`src/rtl/cpu_pkg.sv`:
```
// Shared CPU definitions: stack FSM states, stack word width and the
// register-file write-source code that selects stack pop data.
package cpu_pkg;
  localparam int         STK_DATA_W = 16;
  // stwr encoding used by the control unit to route pop_data into the RF
  localparam logic [1:0] STWR_STACK = 2'd3;

  typedef enum logic [1:0] {
    IDLE     = 2'd0,
    POP_RD   = 2'd1,
    POP_HOLD = 2'd2
  } stk_state_t;
endpackage

```
`src/rtl/stack_ram.sv`:
```
// Stack storage array: DEPTH x DATA_W, synchronous write, combinational read.
// Ports: clk, we/waddr/wdata (write port), raddr/rdata (async read port).
// The array has no reset; the read result is registered by the caller.
module stack_ram
  import cpu_pkg::*;
#(
  parameter int DATA_W = STK_DATA_W,
  parameter int DEPTH  = 16,
  parameter int AW     = $clog2(DEPTH)
) (
  input  logic              clk,
  input  logic              we,
  input  logic [AW-1:0]     waddr,
  input  logic [DATA_W-1:0] wdata,
  input  logic [AW-1:0]     raddr,
  output logic [DATA_W-1:0] rdata
);
  logic [DATA_W-1:0] mem [DEPTH];

  always_ff @(posedge clk) begin
    if (we) mem[waddr] <= wdata;
  end

  assign rdata = mem[raddr];
endmodule

```
`src/rtl/stack_unit.sv`:
```
// Hardware LIFO stack driven by control-unit push/pop level strobes.
// Ports:
//   clk, init_n        clock, async active-low reset
//   stk_push, stk_pop  level requests; only rising edges start an operation
//   push_data          value written on a push
//   stk_clr            sync clear of the sticky error flags
//   pop_data           registered popped value, qualified by stk_pop_valid
//   stk_pop_valid      high from pop completion until stk_pop falls
//   stk_full/empty     combinational from sp
//   stk_ovf/udf        sticky error flags
//   sp                 current entry count (debug)
module stack_unit
  import cpu_pkg::*;
#(
  parameter int DATA_W = STK_DATA_W,
  parameter int DEPTH  = 16,
  parameter int SP_W   = $clog2(DEPTH) + 1
) (
  input  logic              clk,
  input  logic              init_n,
  input  logic              stk_push,
  input  logic              stk_pop,
  input  logic [DATA_W-1:0] push_data,
  input  logic              stk_clr,
  output logic [DATA_W-1:0] pop_data,
  output logic              stk_pop_valid,
  output logic              stk_full,
  output logic              stk_empty,
  output logic              stk_ovf,
  output logic              stk_udf,
  output logic [SP_W-1:0]   sp
);
  localparam int AW = $clog2(DEPTH);

  stk_state_t        state_q, state_d;
  logic [SP_W-1:0]   sp_q, sp_d;
  logic [DATA_W-1:0] pop_data_q, pop_data_d;
  logic              valid_q, valid_d;
  logic              ovf_q, ovf_d, udf_q, udf_d;
  logic              push_q, pop_q;
  logic              push_re, pop_re;
  logic              ovf_set, udf_set;
  logic              we;
  logic [AW-1:0]     raddr;
  logic [DATA_W-1:0] rdata;

  assign push_re   = stk_push & ~push_q;
  assign pop_re    = stk_pop & ~pop_q;
  assign stk_full  = (sp_q == SP_W'(DEPTH));
  assign stk_empty = (sp_q == '0);
  // Top-of-stack address; only consulted in POP_RD where sp_q >= 1
  assign raddr     = sp_q[AW-1:0] - AW'(1);

  stack_ram #(.DATA_W(DATA_W), .DEPTH(DEPTH)) u_ram (
    .clk   (clk),
    .we    (we),
    .waddr (sp_q[AW-1:0]),
    .wdata (push_data),
    .raddr (raddr),
    .rdata (rdata)
  );

  always_comb begin
    state_d    = state_q;
    sp_d       = sp_q;
    pop_data_d = pop_data_q;
    valid_d    = valid_q;
    ovf_set    = 1'b0;
    udf_set    = 1'b0;
    we         = 1'b0;
    case (state_q)
      IDLE: begin
        if (push_re && pop_re) begin
          // Simultaneous requests are ambiguous: do nothing, flag both
          ovf_set = 1'b1;
          udf_set = 1'b1;
        end else if (push_re) begin
          if (stk_full) ovf_set = 1'b1;
          else begin
            we   = 1'b1;
            sp_d = sp_q + SP_W'(1);
          end
        end else if (pop_re) begin
          if (stk_empty) begin
            // Ride out the pop window without ever asserting valid
            udf_set = 1'b1;
            state_d = POP_HOLD;
          end else begin
            state_d = POP_RD;
          end
        end
      end
      POP_RD: begin
        pop_data_d = rdata;
        sp_d       = sp_q - SP_W'(1);
        valid_d    = 1'b1;
        state_d    = POP_HOLD;
        if (push_re) ovf_set = 1'b1;
      end
      POP_HOLD: begin
        if (push_re) ovf_set = 1'b1;
        if (!stk_pop) begin
          valid_d = 1'b0;
          state_d = IDLE;
        end
      end
      default: state_d = IDLE;
    endcase
    // New error beats a same-cycle clear
    ovf_d = (ovf_q & ~stk_clr) | ovf_set;
    udf_d = (udf_q & ~stk_clr) | udf_set;
  end

  always_ff @(posedge clk or negedge init_n) begin
    if (!init_n) begin
      state_q    <= IDLE;
      sp_q       <= '0;
      pop_data_q <= '0;
      valid_q    <= 1'b0;
      ovf_q      <= 1'b0;
      udf_q      <= 1'b0;
      push_q     <= 1'b0;
      pop_q      <= 1'b0;
    end else begin
      state_q    <= state_d;
      sp_q       <= sp_d;
      pop_data_q <= pop_data_d;
      valid_q    <= valid_d;
      ovf_q      <= ovf_d;
      udf_q      <= udf_d;
      push_q     <= stk_push;
      pop_q      <= stk_pop;
    end
  end

  assign pop_data      = pop_data_q;
  assign stk_pop_valid = valid_q;
  assign stk_ovf       = ovf_q;
  assign stk_udf       = udf_q;
  assign sp            = sp_q;
endmodule

```
`config.mk`:
```
export PLATFORM = sky130hd
export DESIGN_NAME = stack_unit
export DESIGN_NICKNAME = d
export VERILOG_FILES = /design/src/rtl/cpu_pkg.sv /design/src/rtl/stack_ram.sv /design/src/rtl/stack_unit.sv
export SDC_FILE = /design/constraint.sdc
export NUM_CORES = 1
export LEC_CHECK = 0
export CAP_MARGIN = 20
export CORE_ASPECT_RATIO = 1.2
export CORE_MARGIN = 2
export CORE_UTILIZATION = 55
export CTS_BUF_LIST = sky130_fd_sc_hd__clkbuf_4 sky130_fd_sc_hd__clkbuf_8
export DETAILED_ROUTE_END_ITERATION = 10
export GPL_ROUTABILITY_DRIVEN = 0
export MAX_ROUTING_LAYER = met4
export PLACE_DENSITY = 0.73
export SLEW_MARGIN = 15
export SYNTH_ARGS = -nofsm -noshare
export SYNTH_HDL_FRONTEND = slang
export SYNTH_SLANG_ARGS = --single-unit
```
`constraint.sdc`:
```
create_clock -name clk -period 4.85 [get_ports clk]
set_clock_uncertainty 0.2 [all_clocks]
set_input_delay 1.455 -clock clk [delete_from_list [all_inputs] [get_ports clk]]
set_output_delay 1.455 -clock clk [all_outputs]
set_load 0.005 [all_outputs]
```
==> results of run 1 <==
-- path summary, 6_finish.rpt --
path                               from           end  cells after the start  slack [ps]
min                        pop_data[15]  pop_data[15]                      2         330
max in group asynchronous        init_n  pop_data[14]                      2        2750
min reg2reg                pop_data[15]  pop_data[15]                      2         330
max reg2reg                       sp[1]  pop_data[12]                      7        1630
max                               sp[2]     stk_empty                      4         790
min in group asynchronous        init_n       stk_udf                      1        1050
-- cell usage in the layout (no fill, tap or decap), types with 2 or more instances in the layout --
| master | instances |
|---|---|
| o32ai_1 | 2 |
| a32oi_1 | 15 |
| nor2_2 | 2 |
| dfrtp_1 | 28 |
| a31oi_1 | 16 |
| nand3_1 | 51 |
| clkbuf_4 | 16 |
| o211ai_1 | 16 |
| a22oi_1 | 16 |
| edfxtp_1 | 256 |
| nand2b_1 | 3 |
| nand2_1 | 126 |
| nor2b_1 | 3 |
| ha_1 | 11 |
| and2_1 | 2 |
| clkinv_2 | 4 |
| clkbuf_8 | 50 |
| clkdlybuf4s50_1 | 46 |
| nor2_1 | 23 |
| o21ai_0 | 5 |
| mux2i_1 | 47 |
| mux4_2 | 16 |
| clkinv_1 | 6 |
| xnor2_1 | 3 |
| buf_4 | 23 |
| inv_1 | 9 |
| a21oi_1 | 5 |
-- worst max-delay path: stages, from the launching register on --
cell and delay, ps:
dfrtp_1 600, nor2_1 260, nand2_1 90, nor2_1 340, clkdlybuf4s50_1 580
-- layer usage --
metal  up-vias  part of all wire [%]  GRT usage (%)
li1       2864                     -              -
met1      3253                    42           34.3
met2       329                    48           38.2
met3        43                   8.0           4.83
met4         0                   2.2           7.89
met5         -                     0              -
-- cells by family (layout without fill, tap and decap cells) --
group	after synthesis	in the layout	share of synthesized area (%)
flip-flops	284	284	75.1
AND/OR/NAND/NOR	215	215	8.14
AO/OA/AOI/OAI	81	81	5.27
multiplexers	64	64	7.54
buffers and inverters	44	155	1.83
adder cells (fa/ha/maj)	13	13	1.52
XOR/XNOR	6	6	0.605
-- power breakdown --
group	internal [uW]	switching (uW)
combinational	1100	1740
clock	1110	857
sequential	2820	137
-- area by class of cell --
class	count	area, sq um
Multi-Input combinational cell	379	2610
Inverter	10	37.5
Fill cell	1398	7240
Clock buffer	66	808
Clock inverter	10	68.8
Sequential cell	284	8390
Timing Repair Buffer	69	633
Tap cell	265	332
-- state kept, by name (all words and copies together) (netlist names) --
name and flops:
stk_ovf 1, stk_pop_valid 1, push_q 1, stk_udf 1, pop_data 16, u_ram.mem 256, sp 5, state_q 2
pop_q 1
-- metrics by stage --
stage,setup WS [ps],utilization (%),instance area (sq um),power [uW]
after CTS,760,63.9,12900,7760
final,788,64.0,12900,7770
after floorplan,1440,-,11200,4890
after detailed placement,995,59.6,12000,5810
after global routing,683,64.0,12900,8130
after global placement,1080,59.6,12000,5720
==> impl_metrics.env, run 1 <==
export IMPL_viasPerCell=5.99
export IMPL_wl_per_cell_um=23.5
export IMPL_worstSetupEndpointType="output port"
export IMPL_yosys_area_top_type_share_pct=68.8
export IMPL_drv_cap=0
export IMPL_antenna_left=0
export IMPL_tns_ps=0
export IMPL_synth_cell_type_count=42
export IMPL_ir_drop_mv=0.856
export IMPL_hp_class="flop to flop"
export IMPL_ctsRootBufferMaster="clkbuf_8"
export IMPL_required_ps=3190
export IMPL_area_growth_pct=15.2
export IMPL_max_freq_mhz=246
export IMPL_die_w_um=134
export IMPL_numClockSinks=284
export IMPL_syn_area_sq_mm=0.0112
export IMPL_power_density_mw_per_mm2=604
export IMPL_grt_max_degree=81
export IMPL_netlist_instances=707
export IMPL_fin_crit_sh_pct=83.7
export IMPL_postCtsSetupBuffers=0
export IMPL_yosysTopAreaCell="edfxtp_1"
export IMPL_critical_path_class="flop to output port"
export IMPL_cts_htree_levels=2
export IMPL_fin_cells=1083
export IMPL_finalNetCount=820
export IMPL_synth_edf_count=256
export IMPL_cts_max_path_buffers=3
export IMPL_synth_seq_cells=284
export IMPL_grtUsageTotal_pct=24.9
export IMPL_grt_pass1_vias=6427
export IMPL_cts_tree="done"
export IMPL_cts_resized=0
export IMPL_ios=47
export IMPL_yosysWarnings=0
export IMPL_grt_pass1_wl_um=38000
export IMPL_drv_slew=0
export IMPL_tightest_slew_ps=1100
export IMPL_firstDrtPassIters=5
export IMPL_relSlewSlack_pct=26.3
export IMPL_async_reset_ff_share_pct=9.86
export IMPL_antenna_found_initial=0
export IMPL_clkLatencyLatePin_ps=540
export IMPL_p_leak_uw=0.00453
export IMPL_ctsHoldBuffers=0
export IMPL_cts_buffers=42
export IMPL_synth_commonest_cells="edfxtp_1, nand2_1, nand3_1"
export IMPL_coreArea_sq_mm=0.0201
export IMPL_via_count=6489
export IMPL_hold_ws_ps=331
export IMPL_rows=57
export IMPL_drc_errors=0
export IMPL_gr_total_overflow=0
export IMPL_cp_start_kind="flop"
export IMPL_drt_iter0_drc=860
export IMPL_hold_violations=0
export IMPL_diodes=0
export IMPL_wl_um=25400
export IMPL_grt_setup_unrepaired="no"
export IMPL_dp_hpwl_um=16000
export IMPL_synth_most_common_cell="edfxtp_1"
export IMPL_seq_area_frac_synth_pct=75.1
export IMPL_status="finished, final reports clean"
export IMPL_cts_clk_slew_worst_paths_ps=60
export IMPL_io_buffer_count=46
export IMPL_start_util_pct=55.5
export IMPL_syn_nets=741
export IMPL_synth_ff_type="edfxtp_1"
export IMPL_setup_violations=0
export IMPL_drive_gt1_share_pct=14.4
export IMPL_synth_area_top_cells="edfxtp_1, dfrtp_1, nand2_1, mux2i_1, mux4_2"
export IMPL_die_h_um=160
export IMPL_syn_avg_cell_area_sq_um=15.8
export IMPL_placed_cells=1005
export IMPL_critPathArrivalTime_ps=2410
export IMPL_path_max_fanout=11
export IMPL_fin_crit_ps=4060
export IMPL_die_area_sq_mm=0.0215
No activity file was read; power rests on OpenSTA's default activity.
==> inputs of run 2 (changes only) <==
- clock period: 4.85 -> 4.3 ns (I/O delays scaled with it)
==> impl_metrics.env, run 2 (same netlist as run 1, synthesis figures left out) <==
export IMPL_cp_start_kind="flop"
export IMPL_r2r_slack_ps=930
export IMPL_power_density_mw_per_mm2=680
export IMPL_p_leak_uw=0.00451
export IMPL_ctsRootBufferMaster="clkbuf_8"
export IMPL_rows=57
export IMPL_setup_violations=0
export IMPL_via_count=6474
export IMPL_status="finished, final reports clean"
export IMPL_die_h_um=160
export IMPL_required_ps=2810
export IMPL_firstDrtPassIters=5
export IMPL_io_buffer_count=46
export IMPL_grt_max_degree=50
export IMPL_fin_ws_ps=412
export IMPL_critPathArrivalTime_ps=2400
export IMPL_start_util_pct=55.5
export IMPL_wl_um=25500
export IMPL_grt_setup_unrepaired="no"
export IMPL_gr_total_overflow=0
export IMPL_hp_class="flop to flop"
export IMPL_postCtsSetupBuffers=0
export IMPL_numClockSinks=284
export IMPL_tns_ps=0
export IMPL_tightest_slew_ps=1090
export IMPL_worstSetupEndpointType="output port"
export IMPL_mostFrequentLayoutCell="edfxtp_1"
export IMPL_antenna_found_initial=0
export IMPL_path_max_fanout=8
export IMPL_cts_tree="done"
export IMPL_wl_per_cell_um=23.6
export IMPL_drv_slew=0
export IMPL_die_area_sq_mm=0.0215
export IMPL_layout_common_cells="edfxtp_1, nand2_1, nand3_1, mux2i_1, clkdlybuf4s50_1"
export IMPL_dp_hpwl_um=16500
export IMPL_drt_iter0_drc=723
export IMPL_path_cells="inv_1, ha_2, nand2_1, nor2_1, clkdlybuf4s50_1"
export IMPL_antenna_left=0
export IMPL_cts_clk_slew_worst_paths_ps=70
export IMPL_coreArea_sq_mm=0.0201
export IMPL_fin_crit_sh_pct=90.4
export IMPL_max_freq_mhz=257
export IMPL_die_w_um=134
export IMPL_finalNetCount=821
export IMPL_cts_resized=0
export IMPL_drv_cap=0
export IMPL_relSlewSlack_pct=27.1
export IMPL_drive_gt1_share_pct=13.7
export IMPL_cts_htree_levels=2
export IMPL_top_register="u_ram.mem"
export IMPL_clkLatencyLatePin_ps=550
export IMPL_hold_violations=0
export IMPL_crit_family="buffers and inverters"
export IMPL_ctsHoldBuffers=0
export IMPL_ir_drop_mv=0.468
export IMPL_place_ws_ps=768
export IMPL_diodes=0
export IMPL_drc_errors=0
export IMPL_viasPerCell=5.98
export IMPL_grt_pass1_vias=6235
export IMPL_cpMaxStageDelayCell="clkdlybuf4s50_1"
export IMPL_critical_path_class="flop to output port"
export IMPL_grt_pass1_wl_um=37700
export IMPL_cts_buffers=42
export IMPL_crit_buf_inv=2
export IMPL_grtUsageTotal_pct=24.7
export IMPL_cts_max_path_buffers=3
export IMPL_fin_crit_ps=3890
export IMPL_largest_reg_flops=256
export IMPL_area_growth_pct=15.1
export IMPL_max_stage_delay_ps=570
export IMPL_ios=47
-- run 2: cell count changes in the layout (fill, tap and decap cells not counted), sizes merged --
cell / change
bufinv: +2
buf: +1
clkinv: +8
clkinvlp: +3
inv: +1
clkbuf: -15
-- run 2: final timing paths --
path                             start      endpoint  depth (start not counted)
min in group asynchronous       init_n        push_q                          1
max in group asynchronous       init_n   pop_data[2]                          2
min reg2reg                pop_data[0]   pop_data[0]                          2
min                        pop_data[0]   pop_data[0]                          2
max                              sp[1]     stk_empty                          5
max reg2reg                      sp[1]  pop_data[12]                          6
-- run 2: worst min-delay path, delay by kind of cell (launching register included) --
kind,cells,cell delay (ps)
simple gates,2,140
flops,1,360
-- run 2: power breakdown --
group,switching (uW),leakage [uW],internal [uW],total (uW)
registers,159,0.00264,3190,3340
logic,1960,0.00143,1260,3220
clock network,1000,0.000434,1180,2180
-- run 2: metrics by stage --
stage / hold WS (ps) / std cells / cell area, sq um / total power, uW / util, %
5_1_grt: 352 / 1083 / 12900 / 9150 / 63.9
3_3_place_gp: 307 / 1008 / 12000 / 6480 / 59.7
6_report: 337 / 1083 / 12900 / 8750 / 63.9
4_1_cts: 329 / 1083 / 12900 / 8740 / 63.9
2_1_floorplan: 289 / 707 / 11200 / 5510 / -
3_5_place_dp: 301 / 1008 / 12000 / 6570 / 59.7
-- run 2: area by class of cell --
cell class / instances / area (sq um)
fill: 1407 / 7260
timing repair buffer: 70 / 653
clock inverter: 24 / 194
clock buffer: 51 / 646
multi-input combinational: 379 / 2600
inverter: 10 / 37.5
tap: 265 / 332
sequential: 284 / 8390
-- run 2: layer usage --
| metal | routed length, um | share of wire, % | GRT usage (%) |
|---|---|---|---|
| met5 | 0 | 0 | - |
| met4 | 759 | 3.0 | 9.00 |
| met3 | 2200 | 8.6 | 4.67 |
| met2 | 11800 | 46 | 36.0 |
| met1 | 10800 | 42 | 35.4 |
==> RTL change 1, RTL diff (flow settings as in run 1) <==
The package constant `STK_DATA_W` goes from 16 to 32.
--- a/src/rtl/cpu_pkg.sv
+++ b/src/rtl/cpu_pkg.sv
@@ -1,7 +1,7 @@
 // Shared CPU definitions: stack FSM states, stack word width and the
 // register-file write-source code that selects stack pop data.
 package cpu_pkg;
-  localparam int         STK_DATA_W = 16;
+  localparam int         STK_DATA_W = 32;
   // stwr encoding used by the control unit to route pop_data into the RF
   localparam logic [1:0] STWR_STACK = 2'd3;
 
Interface: changed (resized pop_data and push_data); port bits go from 47 to 79. No check against the original RTL was run, so the function may have changed too.
==> RTL change 1 against run 1 <==
  * Final cell count grew 52%
  * Combinational power up 71%
  * Die area up 88%
  * Power grew 89%
  * Setup slack got worse by 42 ps
  * Critical path depth increased by 1
  * Cell area is 92% higher
  * Non-clock buffer count increased by 37
  * Utilization is 1.1 points higher
  * Sequential cell count increased by 272
  * Wire length is 65% higher
  * Area after synthesis rose by 91%
  * Largest cell class unchanged
==> RTL change 1: results (changes against run 1) <==
met1 Usage GRT=0.2979 (-0.04495); met1 WL=17350 um (+63%); Leak=8.442 nW (+86%); status=finished clean; synth unique cells=33 (-21%); H-tree levels=3 (+1); Seq/Total Area, Yosys=0.7735 (+0.02256); post-DP HPWL=23670 um (+48%); max reg flops=512 (+100%); largest net degree at the start of global routing=93 (+15%); Synth Area in Compound Gates=0.02532 (-0.02733); via count=9904 (+53%); Met2 Routed Length=21690 um (+78%); Worst path top cell family by delay=buffers and inverters; Clk. pwr=0.00415 W (+110%); vias in the first global route=10.43k (+62%); Rel. slew slack=0.3532 (+0.08997); Post-Synthesis Cells=950 (+34%); Placement Cell Area=0.02283 mm^2 (+91%); met3 routed WL=2236 um (+9.4%); Sw Pwr=0.004349 W (+59%); PortBufs=78 (+70%); layout cells sized above 1=0.2808 (+0.1366); critical path's largest stage delay=570 ps (-30 ps); met3 GRT Util=0.03570 (-0.01256)
==> RTL change 1: changes by cell type in the layout (fill, tap and decap cells not counted), moves of 17 or more <==
cell                    run 1  this run
mux4_2                     16       128
o22ai_1                     0        32
mux2i_1                    47        64
edfxtp_1                  256       512
a21o_1                      1        33
nand2_1                   126        13
clkbuf_8                   50        94
nor2_1                     23         6
clkbuf_4                   16        34
clkdlybuf4s50_1            46        77
nand3_1                    51         2
==> RTL change 1: cells by family after synthesis <==
group                      Yosys count
DFF                                556
muxes                              193
AOI/OAI and AO/OA                   80
buffers and inverters               56
and+or+nand+nor                     46
adders and majority gates           13
xor gates and xnor gates             6
==> RTL change 1: final cells by class <==
| cell class | instances | area, um^2 |
|---|---|---|
| inverter | 10 | 37.54 |
| clock inverter | 30 | 321.6 |
| sequential | 556 | 16480 |
| multi-input combinational | 338 | 4643 |
| fill | 2401 | 13260 |
| timing repair buffer | 106 | 1074 |
| antenna | 1 | 2.502 |
| clock buffer | 128 | 1549 |
| tap | 480 | 600.6 |
==> RTL change 1: stage by stage <==
stage | util | hold slack (ps) | worst slack (ps)
CTS | 0.6507 | 280.4 | 714.2
global route | 0.6508 | 289.5 | 636.9
finish | 0.6508 | 272.9 | 746.3
global placement | 0.6015 | 261.6 | 621.5
detailed placement | 0.6015 | 267.7 | 592.7
floorplan | - | 277.2 | 741.9
==> RTL change 1: worst paths after layout <==
path | start | endpoint | slack (ps) | cells past startpoint
setup reg to reg | state_q[1] | sp[4] | 1480 | 9
min in group asynchronous | init_n | pop_q | 660 | 1
setup / recovery | sp[0] | stk_empty | 750 | 5
hold / removal | pop_data[15] | pop_data[15] | 270 | 1
hold reg to reg | pop_data[15] | pop_data[15] | 270 | 1
max in group asynchronous | init_n | pop_data[24] | 2990 | 2
==> RTL change 2, RTL diff (flow settings as in run 1) <==
Made on the original files. Put one more register stage on the output `stk_ovf`, with the module's reset. The value now appears one clock later. The other outputs are not delayed to match.
--- a/src/rtl/stack_unit.sv
+++ b/src/rtl/stack_unit.sv
@@ -135,7 +135,13 @@
 
   assign pop_data      = pop_data_q;
   assign stk_pop_valid = valid_q;
-  assign stk_ovf       = ovf_q;
+  always_ff @(posedge clk or negedge init_n) begin
+    if (!init_n) begin
+      stk_ovf <= '0;
+    end else begin
+      stk_ovf <= ovf_q;
+    end
+  end
   assign stk_udf       = udf_q;
   assign sp            = sp_q;
 endmodule
Formal check against the unedited RTL: not equivalent (Yosys sat finds a counterexample within 4 cycles, from zero or initial values).
==> RTL change 2 against run 1 <==
  * Register-to-register slack got worse by 470 ps
  * Sequential cell count grew 1
  * Cell area fell by 0.25%
  * Power fell by 0.49%
  * Hold slack got worse by 150 ps
  * Wire length increased by 3.4%
  * Critical path depth increased by 1
  * Non-clock buffer count fell by 2
  * Area after synthesis increased by 0.22%
  * Setup slack improved by 27 ps
  * Sequential share of layout area increased by 0.36 points
  * Clock power decreased by 5%
  * Critical endpoint unchanged
==> RTL change 2: results (changes against run 1) <==
critical path's largest stage delay=560 ps (-40 ps); Comb power=0.00289 W (+2%); switch share=0.3598 (+0.008308); hold depth=0 (-2); status=finished clean; vias in the first global route=6618 (+3.0%); NonClk Buf Share=0.04814 (-0.001045); CLK BUF=55 (-17%); global-route wire length before repair=38780 um (+2.2%); Register Area=0.008413 mm^2 (+0.30%); commonest cells in the synthesized netlist=256 x edfxtp_1, 126 x nand2_1, 51 x nand3_1, 47 x mux2i_1, 29 x dfrtp_1; worst r2r dst=pop_data[13]; Nets=819 (-0.12%); Critical Path AT=2380 ps (-30 ps); Hold Crit Endpoint=stk_ovf; Synth area leaders=edfxtp_1 69%, dfrtp_1 6.5%, nand2_1 4.2%; VDD IR max=0.5425 mV (-37%); Slowest-stage cell, CP=clkdlybuf4s50_1; Via density=6.015 (+0.39%); Leak=4.488 nW (-1.0%); Worst path top cell family by delay=buffers and inverters; fill count=1427 (+2.1%); footprint of the multi-input gates=0.002625 mm^2 (+0.77%); post-DP HPWL=16600 um (+3.7%); met3 routed WL=2048 um (+0.24%); met1 Usage GRT=0.3013 (-0.04147); syn_nets=742 (+0.13%)
RTL change 2: cell count changes after synthesis:
cell and change:
dfrtp_1 +1
RTL change 2: kinds of logic (layout without fill, tap and decap cells):
family          count (synthesis)  after routing
flops                         285            285
simple gates                  215            215
compound gates                 81             81
mux                            64             64
buf+inv                        44            150
fa+ha+maj                      13             13
xor+xnor                        6              6
RTL change 2: metrics by stage:
stage	total power, W	setup WS [ps]	hold WS (ps)	cells	area (um^2)
floorplan	0.004900	1436	153.7	708	11190
global placement	0.005791	932.5	161.2	1006	12030
detailed placement	0.005872	802.5	168.4	1006	12030
CTS	0.007748	812.2	182.2	1079	12840
global route	0.008078	714.9	201.1	1079	12840
finish	0.007732	815.0	186.0	1079	12840
RTL change 2: worst reg2reg max path, delay by kind of cell, from the launching register on:
family,cells,cell delay (ps)
buffers and inverters,1,190
flip-flops,1,510
adder cells (fa/ha/maj),1,950
AND/OR/NAND/NOR,3,1350
AO/OA/AOI/OAI,1,350
